File: config.mk
export PLATFORM = sky130hd
export DESIGN_NAME = btn_debounce
export DESIGN_NICKNAME = d
export VERILOG_FILES = /design/src/rtl/btn_debounce.sv
export SDC_FILE = /design/constraint.sdc
export NUM_CORES = 1
export LEC_CHECK = 0
export CELL_PAD_IN_SITES_DETAIL_PLACEMENT = 1
export CELL_PAD_IN_SITES_GLOBAL_PLACEMENT = 1
export CORE_MARGIN = 10
export CORE_UTILIZATION = 48
export CTS_CLUSTER_SIZE = 24
export DETAILED_ROUTE_END_ITERATION = 12
export GPL_TIMING_DRIVEN = 1
export PLACE_DENSITY_LB_ADDON = 0.3
export SYNTH_ARGS = -nofsm -noshare
export SYNTH_HDL_FRONTEND = slang
export SYNTH_SLANG_ARGS = --single-unit
export TNS_END_PERCENT = 20
File: constraint.sdc
create_clock -name clk -period 2.9 [get_ports clk]
set_input_delay 0.58 -clock clk [delete_from_list [all_inputs] [get_ports clk]]
set_output_delay 0.58 -clock clk [all_outputs]
set_load 0.02 [all_outputs]
File: src/rtl/btn_debounce.sv
// rtl/btn_debounce.sv - two-channel pushbutton synchroniser and debouncer with single-cycle press pulses
// Optional auto-repeat is compiled in when BTN_DEBOUNCE_AUTOREPEAT_EN is defined.

module btn_debounce_chan #(
    parameter int DEBOUNCE_CYCLES = 123456,
    parameter int REPEAT_DELAY    = 25000000,
    parameter int REPEAT_PERIOD   = 5000000
) (
    input  logic clk,
    input  logic reset,
    input  logic i_btn,
    output logic o_pulse,
    output logic o_level
);
    localparam int MAX_A = (DEBOUNCE_CYCLES > REPEAT_DELAY) ? DEBOUNCE_CYCLES : REPEAT_DELAY;
    localparam int MAX_C = (MAX_A > REPEAT_PERIOD) ? MAX_A : REPEAT_PERIOD;
    localparam int CW    = $clog2(MAX_C) + 1;
    localparam logic [CW-1:0] DB_LAST = CW'(DEBOUNCE_CYCLES - 1);
    localparam logic [CW-1:0] CNT_ONE = CW'(1);

    typedef enum logic [1:0] {
        ST_IDLE,
        ST_PRESS_WAIT,
        ST_HELD,
        ST_RELEASE_WAIT
    } state_t;

    logic          r_sync1;
    logic          r_sync2;
    state_t        r_state;
    state_t        w_state_nx;
    logic [CW-1:0] r_cnt;
    logic [CW-1:0] w_cnt_nx;
    logic          r_pulse;
    logic          w_pulse_nx;
    logic          r_level;
    logic          w_level_nx;
    logic          w_btn_s;

`ifdef BTN_DEBOUNCE_AUTOREPEAT_EN
    localparam logic [CW-1:0] RD_LAST = CW'(REPEAT_DELAY - 1);
    localparam logic [CW-1:0] RP_LAST = CW'(REPEAT_PERIOD - 1);

    logic [CW-1:0] r_rcnt;
    logic [CW-1:0] w_rcnt_nx;
    logic          r_rpt_mode;
    logic          w_rpt_mode_nx;
`endif

    assign w_btn_s = r_sync2;
    assign o_pulse = r_pulse;
    assign o_level = r_level;

    // Two-flop synchroniser for the raw asynchronous button
    always_ff @(posedge clk or posedge reset) begin
        if (reset) begin
            r_sync1 <= 1'b0;
            r_sync2 <= 1'b0;
        end else begin
            r_sync1 <= i_btn;
            r_sync2 <= r_sync1;
        end
    end

    // State, counters and registered outputs
    always_ff @(posedge clk or posedge reset) begin
        if (reset) begin
            r_state <= ST_IDLE;
            r_cnt   <= '0;
            r_pulse <= 1'b0;
            r_level <= 1'b0;
`ifdef BTN_DEBOUNCE_AUTOREPEAT_EN
            r_rcnt     <= '0;
            r_rpt_mode <= 1'b0;
`endif
        end else begin
            r_state <= w_state_nx;
            r_cnt   <= w_cnt_nx;
            r_pulse <= w_pulse_nx;
            r_level <= w_level_nx;
`ifdef BTN_DEBOUNCE_AUTOREPEAT_EN
            r_rcnt     <= w_rcnt_nx;
            r_rpt_mode <= w_rpt_mode_nx;
`endif
        end
    end

    // Debounce next-state logic; pulse only on a qualified press (and repeats when enabled)
    always_comb begin
        w_state_nx = r_state;
        w_cnt_nx   = r_cnt;
        w_pulse_nx = 1'b0;
`ifdef BTN_DEBOUNCE_AUTOREPEAT_EN
        w_rcnt_nx     = r_rcnt;
        w_rpt_mode_nx = r_rpt_mode;
`endif
        case (r_state)
            ST_IDLE: begin
                if (w_btn_s) begin
                    w_state_nx = ST_PRESS_WAIT;
                    w_cnt_nx   = '0;
                end
            end
            ST_PRESS_WAIT: begin
                if (!w_btn_s) begin
                    w_state_nx = ST_IDLE;
                end else if (r_cnt == DB_LAST) begin
                    w_state_nx = ST_HELD;
                    w_pulse_nx = 1'b1;
`ifdef BTN_DEBOUNCE_AUTOREPEAT_EN
                    w_rcnt_nx     = '0;
                    w_rpt_mode_nx = 1'b0;
`endif
                end else begin
                    w_cnt_nx = r_cnt + CNT_ONE;
                end
            end
            ST_HELD: begin
                if (!w_btn_s) begin
                    w_state_nx = ST_RELEASE_WAIT;
                    w_cnt_nx   = '0;
                end else begin
`ifdef BTN_DEBOUNCE_AUTOREPEAT_EN
                    // First repeat after the initial delay, then at the shorter period
                    if (!r_rpt_mode && (r_rcnt == RD_LAST)) begin
                        w_pulse_nx    = 1'b1;
                        w_rcnt_nx     = '0;
                        w_rpt_mode_nx = 1'b1;
                    end else if (r_rpt_mode && (r_rcnt == RP_LAST)) begin
                        w_pulse_nx = 1'b1;
                        w_rcnt_nx  = '0;
                    end else begin
                        w_rcnt_nx = r_rcnt + CNT_ONE;
                    end
`endif
                end
            end
            ST_RELEASE_WAIT: begin
                // A bounce back high returns to HELD without a new pulse
                if (w_btn_s) begin
                    w_state_nx = ST_HELD;
                end else if (r_cnt == DB_LAST) begin
                    w_state_nx = ST_IDLE;
                end else begin
                    w_cnt_nx = r_cnt + CNT_ONE;
                end
            end
            default: begin
                w_state_nx = ST_IDLE;
                w_cnt_nx   = '0;
            end
        endcase
        w_level_nx = (w_state_nx == ST_HELD) || (w_state_nx == ST_RELEASE_WAIT);
    end
endmodule

module btn_debounce #(
    parameter int DEBOUNCE_CYCLES = 123456,
    parameter int REPEAT_DELAY    = 25000000,
    parameter int REPEAT_PERIOD   = 5000000
) (
    input  logic clk,
    input  logic reset,
    input  logic btn_east,
    input  logic btn_west,
    output logic east_pulse,
    output logic west_pulse,
    output logic east_level,
    output logic west_level
);
    btn_debounce_chan #(
        .DEBOUNCE_CYCLES (DEBOUNCE_CYCLES),
        .REPEAT_DELAY    (REPEAT_DELAY),
        .REPEAT_PERIOD   (REPEAT_PERIOD)
    ) u_east (
        .clk     (clk),
        .reset   (reset),
        .i_btn   (btn_east),
        .o_pulse (east_pulse),
        .o_level (east_level)
    );

    btn_debounce_chan #(
        .DEBOUNCE_CYCLES (DEBOUNCE_CYCLES),
        .REPEAT_DELAY    (REPEAT_DELAY),
        .REPEAT_PERIOD   (REPEAT_PERIOD)
    ) u_west (
        .clk     (clk),
        .reset   (reset),
        .i_btn   (btn_west),
        .o_pulse (west_pulse),
        .o_level (west_level)
    );
endmodule

Word-level counts from Yosys, hierarchy flattened
Cells that the tools add are included.
{ "word_totals": {"regBits": 64, "latch_bits": 0, "mem_bits_rw": 0, "romBits": 0, "in_bits": 4, "output_inout_bits": 4, "wordCells": 72, "memories": 0} }
{ "classes": {"n_addsub": 2, "n_mul": 0, "div": 0, "order_cmp": 0, "eq_ne": 20, "shift": 0, "mux": 32, "bitwise_logic": 0, "n_reduce_logical": 6} }
{ "ops": {"columns": ["op", "n"], "rows": [
  ["26-bit two-way mux", 10],
  ["26-bit one-hot mux with 4 select lines", 2],
  ["26-bit by 1-bit adder with 26-bit output, second input constant", 2],
  ["26-bit by 17-bit equality test with 1-bit output, second input constant", 2],
  ["2-bit two-way mux", 12],
  ["2-bit equality test, second input constant", 8],
  ["2-bit one-hot mux with 4 select lines", 2],
  ["2-bit by 1-bit != test with 1-bit output, second input constant", 4],
  ["2-bit != test, second input constant", 4],
  ["4-bit AND reduction", 2],
  ["1-bit two-way mux", 6],
  ["2-bit by 1-bit equality test with 1-bit output, second input constant", 2],
  ["2-bit zero test", 2],
  ["1-bit logical OR", 2]
]} }

Depth between registers and ports, before layout
Gate-level depths: netlist of run 1.
{ "depth": {"ltp_word": 6, "mapped_depth": 9, "depth_no_buf": 6} }

Cells and area by module
A second synthesis of run 1 with hierarchy kept.
{ "hier_totals": {"hier_cells": 354, "area_unflattened_um2": 3355.7} }
{ "by_module_without_submodules": {"columns": ["mod", "n_inst", "cells_per_inst", "area_each_um2", "seq_area_each_um2"], "rows": [
  ["btn_debounce_chan", 2, 177, 1677.9, 775.7]
]} }

Worst setup path after synthesis of run 1
No wires, ideal clock.
{ "synth_timing": {"kind": "flip-flop to flip-flop", "startpoint": "register u_east.r_cnt[0]", "endpoint": "register u_east.r_cnt[11]", "setup_ns": 0.110, "arrival_ns": 1.789, "required_ns": 2.790, "path_slack_ns": 1.001, "path_stages_with_launch": 8, "n_path_buf": 1, "synth_period_minus_slack_ns": 1.899, "cell_sequence": "dfrtp_1 > ha_1 > nand3_1 > or4_4 > o21ai_2 > buf_6 > o21ai_0 > o41ai_1"} }
{ "synth_between": {"elab_chain_cells": 4, "word_cells_on_any_way": 6, "cone_classes": "1 x add/sub; 1 x eq/ne; 4 x mux"} }
{ "synth_rtl": {"columns": ["element", "line", "rtl"], "rows": [
  ["start, declared", "32", "logic [CW-1:0] r_cnt;"],
  ["start signal, assigned", "78", "r_cnt <= w_cnt_nx;"],
  ["26-bit by 1-bit adder with 26-bit output / 26-bit by 17-bit equality test with 1-bit output (equally long branches)", null, null],
  ["26-bit two-way mux *", "107, 142", null],
  ["26-bit two-way mux, on equally long branches", "140, 105", null],
  ["26-bit one-hot mux with 4 select lines *", "97", "case (r_state)"]
]} }
Mark *: on every way between the ends. The rest lies on a longest branch, timed or not. The select of a mux whose other input is x is not followed.
A chain may end at the register's enable or synchronous reset.

Worst setup path after layout of run 1
{ "layout_timing": {"startpoint": "register u_east.r_cnt[0]", "endpoint": "register u_east.r_cnt[16]"} }
The elaborated chain is that of the path after synthesis.

==> out/metrics.yaml, run 1 <==
status:
  result_of_the_run: "complete, no violations"
timing:
  rsz0062_at_grt: "false"
  timing.fmax_mhz: 419
  maxSlewHeadroom_pct: 54.0
  period_needed_ps: 2390
  tns_ps: 0
  transition_time_at_the_pin_with_the_least_slew_margin_ps: 690
  min_period_over_period_pct: 82.2
  final_worst_setup_slack_ps: 515
  finalHoldViolations: 0
  setup_violations: 0
  fin_skew_ps: 11.5
  drv_slew: 0
yosys:
  postSynth.asyncResetShare_pct: 100
  synth.avg_cell_area_um2: 9.27
  cell_types_occupying_the_most_area_after_synthesis: "sky130_fd_sc_hd__dfrtp_1, sky130_fd_sc_hd__nand2_1, sky130_fd_sc_hd__nand3_1, sky130_fd_sc_hd__o21ai_0, sky130_fd_sc_hd__nand4_1"
  synth.net_count: 374
  synth_edf_count: 0
  yosysTopAreaCellShare_pct: 47.0
  synth.distinct_cells: 51
  mappedNetlistArea_um2: 3410
  seq_area_frac_synth_pct: 47.0
  synth_top_area_cell: "sky130_fd_sc_hd__dfrtp_1"
  syn-instance-count: 368
  postSynth.topFlopCell: "sky130_fd_sc_hd__dfrtp_1"
  number_of_register_bits_inferred_by_synthesis: 64
  synth_warnings: 0
cts:
  htreeDepth: 3
  clkLatencyLatePin_ps: 340
  tritoncts_clock_tree: "yes"
  cts_buffers: 9
  cts-hold-fix-buffers: 0
  ctsResizeCount: 0
  cts_max_path_buffers: 2
  clkSinkCount: 64
  cts_setup_buffers: 0
  clock-root-buffer: "sky130_fd_sc_hd__clkbuf_8"
  worst_setup_hold_path_clk_slew_ps: 70
setup_path:
  path_max_fanout: 18
  crit_path_end_kind: "register"
  launching_element_type_of_the_critical_path: "register"
  timing.critical_path.arrival_ps: 2620
  crit_buf_inv: 0
  cpMaxStageDelayCell: "sky130_fd_sc_hd__or4_4"
  critPathMaxStageDelay_ps: 570
  worstPathCellList: "ha_1 > nand3_1 > or4_4 > o21ai_2 > o21ai_0 > o31ai_1"
  critPathTopFamily: "compound AO/OA/AOI/OAI gates"
  crit_type: "register to register"
  timing.critical_path.required_ps: 3140
grt:
  grt_max_degree: 65
  global_route.usage.total_pct: 16.1
  grt_use_met3_pct: 4.21
  gr-total-overflow: 0
  first_global_vias: 3112
  globalRoute.busiestLayer: "met2"
  grt_util_met1_pct: 18.6
  gr-usage-met2_pct: 27.3
  wire_length_of_the_first_global_routing_pass_um: 14800
  antenna_found_initial: 0
layout:
  insertedDiodeCount: 0
  layout_cells_sized_above_1_pct: 10.2
  fillerInstances: 815
  area_delta_synth_final_pct: 11.6
  num-nets-final: 383
placement:
  dp_hpwl_um: 5730
  port_buffers: 7
  place_congestion: 0.806
  pre_cts_slack_ps: 493
die:
  die_h_um: 104
  ioPinCount: 8
  floorplan.rows: 30
  initial_core_util_pct: 49.9
  design.die.area_um2: 10900
  core-area_um2: 6830
  fp.dieW_um: 104
drt:
  drt_pass1_iterations: 4
  drc: 0
  drtAntennaViolNets: 0
  route.detailed.wl_per_inst_um: 17.6
  vias_per_cell: 6.04
  num_vias: 2889
  drtIter0Drc: 115
  routed_wirelength_um: 8440
pwr:
  worst_ir_drop_vdd_mv: 0.265
  p_clk_share_pct: 43.8
  switching_share_pct: 23.3
  power.density_cell_area_nw_per_um2: 495
  combinationalPowerShare_pct: 6.3
  power.internal_mw: 1.45
  totalPowerFinal_mw: 1.88
  power_leakage_nw: 1.55
  p_sw_uw: 439
  sequential_share_of_power_pct: 49.9
run:
  maxCapViolCount: 0
worst_hold_path:
  hp-class: "register to register"
[path summary, 6_finish.rpt]
| kind | from | endpoint | slack, ps | depth (start not counted) |
|---|---|---|---|---|
| setup / recovery | u_east.r_cnt[0] | u_east.r_cnt[16] | 510 | 6 |
| hold / removal | u_east.r_sync1 | u_east.r_sync2 | 360 | 0 |
| hold reg to reg | u_east.r_sync1 | u_east.r_sync2 | 360 | 0 |
| min in group asynchronous | reset | u_west.r_state[0] | 620 | 3 |
| max in group asynchronous | reset | u_east.r_cnt[1] | 1990 | 3 |
| setup reg to reg | u_east.r_cnt[0] | u_east.r_cnt[16] | 510 | 6 |
[sequential cells by signal, summed over array words and instances (netlist names)]
register and flops:
u_east.r_sync1 1, u_west.r_cnt 26, u_east.r_sync2 1, u_east.o_level 1, u_west.r_sync1 1, u_west.r_state 2
u_east.r_state 2, u_east.r_cnt 26, u_west.r_sync2 1, u_west.o_level 1, u_west.o_pulse 1, u_east.o_pulse 1
[metal layers]
metal  wire length [µm]  part of all wire [%]
met3                265                   3.1
met1               3770                    45
met5                  0                     0
met4                146                   1.7
met2               4260                    50
[cells by family after synthesis]
| kind of cell | count (synthesis) | share of synthesized area [%] |
|---|---|---|
| xor+xnor | 17 | 4.37 |
| compound gates | 73 | 14.1 |
| mux | 6 | 1.91 |
| buf+inv | 26 | 3.59 |
| fa+ha+maj | 2 | 0.734 |
| flops | 64 | 47.0 |
| simple gates | 180 | 28.4 |
[power groups by stage]
stage / clock network (mW) / logic (mW) / registers (mW)
final: 0.826 / 0.119 / 0.940
after global placement: 0 / 0.118 / 0.954
after global routing: 0.890 / 0.135 / 0.944
after detailed placement: 0 / 0.122 / 0.956
after CTS: 0.851 / 0.121 / 0.939
after floorplan: 0 / 0.0903 / 0.945
[cell usage in the layout, fill, tap and decap left out, types with 6 or more instances in the layout]
master,n
sky130_fd_sc_hd__a21oi_1,8
sky130_fd_sc_hd__a31oi_1,8
sky130_fd_sc_hd__and4_1,7
sky130_fd_sc_hd__buf_4,8
sky130_fd_sc_hd__clkbuf_8,13
sky130_fd_sc_hd__clkdlybuf4s50_1,7
sky130_fd_sc_hd__dfrtp_1,64
sky130_fd_sc_hd__inv_1,6
sky130_fd_sc_hd__nand2_1,42
sky130_fd_sc_hd__nand3_1,26
sky130_fd_sc_hd__nand4_1,18
sky130_fd_sc_hd__nor2_1,30
sky130_fd_sc_hd__nor3_1,12
sky130_fd_sc_hd__nor4_1,10
sky130_fd_sc_hd__o21ai_0,26
sky130_fd_sc_hd__o31ai_1,12
sky130_fd_sc_hd__xnor2_1,9
sky130_fd_sc_hd__xor2_1,8
[metrics by stage]
stage	instance area [µm²]	util [%]	std cells	hold slack [ps]
3_5_place_dp	3590	52.5	462	341
4_1_cts	3810	55.7	478	366
3_3_place_gp	3590	52.5	462	342
2_1_floorplan	3410	-	368	331
6_report	3810	55.7	478	358
5_1_grt	3810	55.7	478	378
[cells in the mapped netlist (7+ instances only)]
master	instances
sky130_fd_sc_hd__nor4_1	10
sky130_fd_sc_hd__and4_1	7
sky130_fd_sc_hd__o21ai_0	26
sky130_fd_sc_hd__nor3_1	12
sky130_fd_sc_hd__nand3_1	26
sky130_fd_sc_hd__nor2_1	30
sky130_fd_sc_hd__nand4_1	18
sky130_fd_sc_hd__dfrtp_1	64
sky130_fd_sc_hd__clkbuf_1	9
sky130_fd_sc_hd__xnor2_1	9
sky130_fd_sc_hd__nand2_1	42
sky130_fd_sc_hd__a31oi_1	8
sky130_fd_sc_hd__a21oi_1	8
sky130_fd_sc_hd__inv_1	7
sky130_fd_sc_hd__o31ai_1	12
sky130_fd_sc_hd__xor2_1	8
[worst reg2reg max path, delay by kind of cell, from the launching register on]
kind,cells,cell delay [ps]
flops,1,410
compound gates,3,920
simple gates,2,690
fa+ha+maj,1,260
[cell type report]
type	instances	area (µm²)	area share, %
clock buffers	14	183	4.80
repair buffers	16	150	3.94
multi-input cells	278	1690	44.3
clock inverters	2	35.0	0.920
well taps	96	120	3.16
flip-flops and latches	64	1600	42.1
inverters	8	30.0	0.789
No activity file was read; power rests on OpenSTA's default activity.
==> run 2: changes to the inputs <==
==> constraint.sdc (replaced) <==
create_clock -name clk -period 2.5 [get_ports clk]
set_input_delay 0.5 -clock clk [delete_from_list [all_inputs] [get_ports clk]]
set_output_delay 0.5 -clock clk [all_outputs]
set_load 0.02 [all_outputs]
==> out/metrics.yaml, run 2 (synthesis results as in run 1) <==
run:
  maxCapViolCount: 0  # unchanged
setup_path:
  launching_element_type_of_the_critical_path: "register"  # unchanged
  critical_path.most_common_cell: "sky130_fd_sc_hd__nand4_1"
  critPathMaxStageDelay_ps: 720  # was 570 ps
  timing.critical_path.arrival_ps: 2320  # was 2620 ps
  timing.critical_path.required_ps: 2710  # was 3140 ps
  crit_buf_inv: 0  # unchanged
  worstPathCellList: "nand4_1 > nor3_1 > nand4_1 > xor2_1 > nor2_1"  # was ha_1 > nand3_1 > or4_4 > o21ai_2 > o21ai_0 > o31ai_1
  cpMaxStageDelayCell: "sky130_fd_sc_hd__nor3_1"  # was sky130_fd_sc_hd__or4_4
  critPathTopFamily: "simple AND/OR/NAND/NOR gates"  # was compound AO/OA/AOI/OAI gates
  path_max_fanout: 8  # was 18
  crit_path_end_kind: "register"  # unchanged
  crit_type: "register to register"  # unchanged
grt:
  grt_use_met3_pct: 3.66  # was 4.21%
  global_route.usage.total_pct: 16.5  # was 16.1%
  globalRoute.busiestLayer: "met2"  # unchanged
  grt_max_degree: 34  # was 65
  gr-usage-met2_pct: 27.8  # was 27.3%
  gr-total-overflow: 0  # unchanged
  first_global_vias: 3057  # was 3112
  grt_util_met1_pct: 19.6  # was 18.6%
  wire_length_of_the_first_global_routing_pass_um: 15100  # was 14800 µm
  antenna_found_initial: 0  # unchanged
pwr:
  power.density_cell_area_nw_per_um2: 534  # was 495 nW/µm²
  power_leakage_nw: 1.56  # was 1.55 nW
  totalPowerFinal_mw: 2.03  # was 1.88 mW
  worst_ir_drop_vdd_mv: 0.283  # was 0.265 mV
timing:
  drv_slew: 0  # unchanged
  timing.fmax_mhz: 475  # was 419 MHz
  rsz0062_at_grt: "false"  # unchanged
  finalHoldViolations: 0  # unchanged
  min_period_over_period_pct: 84.2  # was 82.2%
  transition_time_at_the_pin_with_the_least_slew_margin_ps: 738  # was 690 ps
  tns_ps: 0  # unchanged
  final_worst_setup_slack_ps: 395  # was 515 ps
  setup_violations: 0  # unchanged
  period_needed_ps: 2110  # was 2390 ps
  fin_skew_ps: 10.3  # was 11.5 ps
  maxSlewHeadroom_pct: 50.4  # was 54.0%
die:
  die_h_um: 104  # unchanged
  floorplan.rows: 30  # unchanged
  core-area_um2: 6830  # unchanged
  design.die.area_um2: 10900  # unchanged
  initial_core_util_pct: 49.9  # unchanged
  fp.dieW_um: 104  # unchanged
  ioPinCount: 8  # unchanged
layout:
  stdcell_area_um2: 3810  # about the same
  insertedDiodeCount: 0  # unchanged
  final_cells: 484  # was 478
  leading_cell_types_in_the_layout_fill_and_taps_excluded: "sky130_fd_sc_hd__dfrtp_1, sky130_fd_sc_hd__nand2_1, sky130_fd_sc_hd__nor2_1"  # unchanged
  layout_cells_sized_above_1_pct: 11.9  # was 10.2%
  area_delta_synth_final_pct: 11.8  # was 11.6%
  top_regs: "u_east.r_cnt x26, u_west.r_cnt x26"  # unchanged
  layout_commonest_cell: "sky130_fd_sc_hd__dfrtp_1"  # unchanged
  num-nets-final: 390  # was 383
status:
  result_of_the_run: "complete, no violations"  # unchanged
drt:
  routed_wirelength_um: 8590  # was 8440 µm
  drtAntennaViolNets: 0  # unchanged
  drc: 0  # unchanged
  vias_per_cell: 6.11  # was 6.04
  route.detailed.wl_per_inst_um: 17.7  # was 17.6 µm
  num_vias: 2956  # was 2889
  drt_pass1_iterations: 4  # unchanged
  drtIter0Drc: 135  # was 115
worst_hold_path:
  hp-class: "register to register"  # unchanged
cts:
  clkLatencyLatePin_ps: 350  # was 340 ps
  cts_max_path_buffers: 2  # unchanged
  ctsResizeCount: 0  # unchanged
  cts_buffers: 9  # unchanged
  cts_setup_buffers: 0  # unchanged
  clock-root-buffer: "sky130_fd_sc_hd__clkbuf_8"  # unchanged
  cts-hold-fix-buffers: 0  # unchanged
  htreeDepth: 3  # unchanged
  worst_setup_hold_path_clk_slew_ps: 70  # about the same
  tritoncts_clock_tree: "yes"  # unchanged
  clkSinkCount: 64  # unchanged
placement:
  placedInstanceArea_um2: 3640  # was 3590 µm²
  place_congestion: 0.840  # was 0.806
  dp_hpwl_um: 6010  # was 5730 µm
  placed_cells_incl_taps: 469  # was 462
  pre_cts_slack_ps: 446  # was 493 ps
  port_buffers: 7  # unchanged
run 2: cell count changes in the layout (fill, tap and decap cells not counted):
cell	change
sky130_fd_sc_hd__buf_4	+7
sky130_fd_sc_hd__clkinv_2	+3
sky130_fd_sc_hd__clkbuf_8	-2
sky130_fd_sc_hd__bufinv_16	-1
sky130_fd_sc_hd__clkbuf_1	-1
run 2: metrics by stage:
stage	hold WS [ps]	util [%]
3_3_place_gp	342	53.3
2_1_floorplan	331	-
4_1_cts	360	55.8
3_5_place_dp	337	53.3
6_report	356	55.8
5_1_grt	373	55.8
run 2: power breakdown:
group | leakage [nW] | internal (mW) | total (mW) | switching [mW]
registers | 0.876 | 1.06 | 1.09 | 0.0336
clock network | 0.0947 | 0.401 | 0.795 | 0.394
logic | 0.594 | 0.0568 | 0.147 | 0.0899
run 2: final cells by class:
type / instances / area, µm²
Clock inverter: 4 / 20.0
Clock buffer: 11 / 151
Sequential cell: 64 / 1600
Multi-Input combinational cell: 278 / 1690
Tap cell: 96 / 120
Inverter: 8 / 30.0
Fill cell: 818 / 3020
Timing Repair Buffer: 23 / 203
run 2: per-layer routing:
layer	share of wire, %	vias up
met1	46	1508
met5	0	-
met3	2.5	15
met2	50	40
li1	-	1393
met4	1.9	0
run 2: path summary, 6_finish.rpt:
path | start | end | slack, ps | cells after the start
worst max-delay path | u_east.r_cnt[4] | u_east.r_cnt[24] | 390 | 5
min in group asynchronous | reset | u_west.r_state[1] | 460 | 2
max in group asynchronous | reset | u_east.r_cnt[22] | 1480 | 3
worst max register to register | u_east.r_cnt[4] | u_east.r_cnt[24] | 390 | 5
worst min register to register | u_west.r_sync1 | u_west.r_sync2 | 360 | 0
worst min-delay path | u_west.r_sync1 | u_west.r_sync2 | 360 | 0
run 2: worst reg2reg max path, stage by stage (launching register included):
cell and delay [ps]:
sky130_fd_sc_hd__dfrtp_1 470, sky130_fd_sc_hd__nand4_1 350, sky130_fd_sc_hd__nor3_1 720, sky130_fd_sc_hd__nand4_1 190
sky130_fd_sc_hd__xor2_1 180, sky130_fd_sc_hd__nor2_1 60
==> run 3: changes to the inputs <==
==> constraint.sdc (replaced) <==
create_clock -name clk -period 2.1 [get_ports clk]
set_input_delay 0.42 -clock clk [delete_from_list [all_inputs] [get_ports clk]]
set_output_delay 0.42 -clock clk [all_outputs]
set_load 0.02 [all_outputs]
==> out/metrics.yaml, run 3 (synthesis results as in run 1) <==
setup_path:
  critPathTopFamily: "simple AND/OR/NAND/NOR gates"  # unchanged
  crit_buf_inv: 1  # was 0
  cpMaxStageDelayCell: "sky130_fd_sc_hd__or4_4"  # was sky130_fd_sc_hd__nor3_1
  timing.critical_path.required_ps: 2320  # was 2710 ps
  critPathMaxStageDelay_ps: 580  # was 720 ps
  worstPathCellList: "ha_1 > nand3_1 > or4_4 > o21ai_4 > buf_12 > o31ai_1"  # was nand4_1 > nor3_1 > nand4_1 > xor2_1 > nor2_1
  crit_path_end_kind: "register"  # unchanged
  crit_type: "register to register"  # unchanged
  path_max_fanout: 12  # was 8
  launching_element_type_of_the_critical_path: "register"  # unchanged
  timing.critical_path.arrival_ps: 2190  # was 2320 ps
grt:
  global_route.usage.total_pct: 16.5  # about the same
  grt_max_degree: 21  # was 34
  antenna_found_initial: 0  # unchanged
  first_global_vias: 3220  # was 3057
  gr-total-overflow: 0  # unchanged
  wire_length_of_the_first_global_routing_pass_um: 15200  # was 15100 µm
die:
  floorplan.rows: 30  # unchanged
  core-area_um2: 6830  # unchanged
  fp.dieW_um: 104  # unchanged
  design.die.area_um2: 10900  # unchanged
  initial_core_util_pct: 49.9  # unchanged
  ioPinCount: 8  # unchanged
  die_h_um: 104  # unchanged
drt:
  routed_wirelength_um: 8680  # was 8590 µm
  num_vias: 3008  # was 2956
  vias_per_cell: 6.13  # was 6.11
  drtAntennaViolNets: 0  # unchanged
  met2WireLength_um: 4460  # was 4290 µm
  drt_pass1_iterations: 4  # unchanged
  drtIter0Drc: 96  # was 135
  route.detailed.wl_per_inst_um: 17.7  # about the same
  detail_route.wirelength.met1_um: 3760  # was 3910 µm
  drc: 0  # unchanged
  top_layer: "met4"  # unchanged
  route.met3.wl_um: 254  # was 216 µm
cts:
  clock-root-buffer: "sky130_fd_sc_hd__clkbuf_8"  # unchanged
  htreeDepth: 3  # unchanged
  tritoncts_clock_tree: "yes"  # unchanged
  worst_setup_hold_path_clk_slew_ps: 70  # about the same
  clkSinkCount: 64  # unchanged
  cts_buffers: 9  # unchanged
  clkLatencyLatePin_ps: 350  # about the same
  cts_max_path_buffers: 2  # unchanged
layout:
  final_cells: 491  # was 484
  insertedDiodeCount: 0  # unchanged
  layout_cells_sized_above_1_pct: 13.7  # was 11.9%
  num-nets-final: 397  # was 390
  fillerInstances: 791  # was 818
  top_regs: "u_east.r_cnt x26, u_west.r_cnt x26"  # unchanged
  area_delta_synth_final_pct: 15.9  # was 11.8%
  layout_commonest_cell: "sky130_fd_sc_hd__dfrtp_1"  # unchanged
  stdcell_area_um2: 3950  # was 3810 µm²
  leading_cell_types_in_the_layout_fill_and_taps_excluded: "sky130_fd_sc_hd__dfrtp_1, sky130_fd_sc_hd__nand2_1, sky130_fd_sc_hd__nor2_1"  # unchanged
timing:
  maxSlewHeadroom_pct: 68.3  # was 50.4%
  drv_slew: 0  # unchanged
  finalHoldViolations: 0  # unchanged
  transition_time_at_the_pin_with_the_least_slew_margin_ps: 472  # was 738 ps
  min_period_over_period_pct: 94.1  # was 84.2%
  timing.fmax_mhz: 506  # was 475 MHz
  rsz0062_at_grt: "true"  # was false
  period_needed_ps: 1980  # was 2110 ps
  fin_skew_ps: 11.0  # was 10.3 ps
  worst_hold_slack_ps: 360  # was 356 ps
  setup_violations: 0  # unchanged
  final_worst_setup_slack_ps: 123  # was 395 ps
pwr:
  power_leakage_nw: 1.62  # was 1.56 nW
  sequential_share_of_power_pct: 49.7  # was 53.7%
  power.internal_mw: 1.98  # was 1.52 mW
  p_clk_share_pct: 42.6  # was 39.1%
  power.density_cell_area_nw_per_um2: 658  # was 534 nW/µm²
  combinationalPowerShare_pct: 7.7  # was 7.2%
  p_sw_uw: 618  # was 518 µW
  worst_ir_drop_vdd_mv: 0.404  # was 0.283 mV
  switching_share_pct: 23.8  # was 25.5%
status:
  result_of_the_run: "complete, no violations"  # unchanged
placement:
  port_buffers: 7  # unchanged
  placedInstanceArea_um2: 3730  # was 3640 µm²
  pre_cts_slack_ps: 93.1  # was 446 ps
  dp_hpwl_um: 6140  # was 6010 µm
  place_congestion: 0.811  # was 0.840
  placed_cells_incl_taps: 476  # was 469
run:
  maxCapViolCount: 0  # unchanged
worst_hold_path:
  hp-class: "register to register"  # unchanged
==> run 3: power groups by stage <==
stage	Clock, mW	Combinational (mW)	Sequential [mW]
2_1_floorplan	0	0.125	1.31
3_3_place_gp	0	0.193	1.31
3_5_place_dp	0	0.202	1.31
4_1_cts	1.13	0.202	1.29
5_1_grt	1.18	0.225	1.30
6_report	1.11	0.200	1.29
==> run 3: area by class of cell <==
cell class                      instances  area, µm²  share of cell area (%)
Clock buffer                           13        169                    4.27
Clock inverter                          2       37.5                   0.950
Inverter                                8       30.0                   0.760
Multi-Input combinational cell        278       1700                    43.1
Sequential cell                        64       1600                    40.5
Tap cell                               96        120                    3.04
Timing Repair Buffer                   30        293                    7.41
==> run 3: per-layer routing <==
metal | vias up | global-route usage, %
met5 | - | 0
met4 | 0 | 6.36
met3 | 16 | 4.09
met2 | 49 | 28.9
met1 | 1532 | 18.7
li1 | 1411 | -
==> run 3: per-stage QoR <==
| step | power [mW] | util, % | TNS [ps] |
|---|---|---|---|
| global placement | 1.51 | 54.6 | 0 |
| detailed placement | 1.52 | 54.6 | 0 |
| floorplan | 1.43 | - | 0 |
| finish | 2.60 | 57.9 | 0 |
| global route | 2.70 | 57.9 | -26.7 |
| CTS | 2.63 | 57.6 | 0 |
==> run 3: worst paths after layout <==
check,from,end,slack [ps],depth (start not counted)
setup / recovery,u_east.r_cnt[0],u_east.r_cnt[12],120,6
hold / removal,u_east.r_sync1,u_east.r_sync2,360,0
setup reg to reg,u_east.r_cnt[0],u_east.r_cnt[12],120,6
hold reg to reg,u_east.r_sync1,u_east.r_sync2,360,0
max in group asynchronous,reset,u_east.o_pulse,1200,3
min in group asynchronous,reset,u_west.r_cnt[7],400,2
==> run 3: repair_timing <==
item	CTS	global route
setup endpoints to repair	0	11
buffers inserted	0	0
gates resized for setup	0	3
hold buffers	0	0
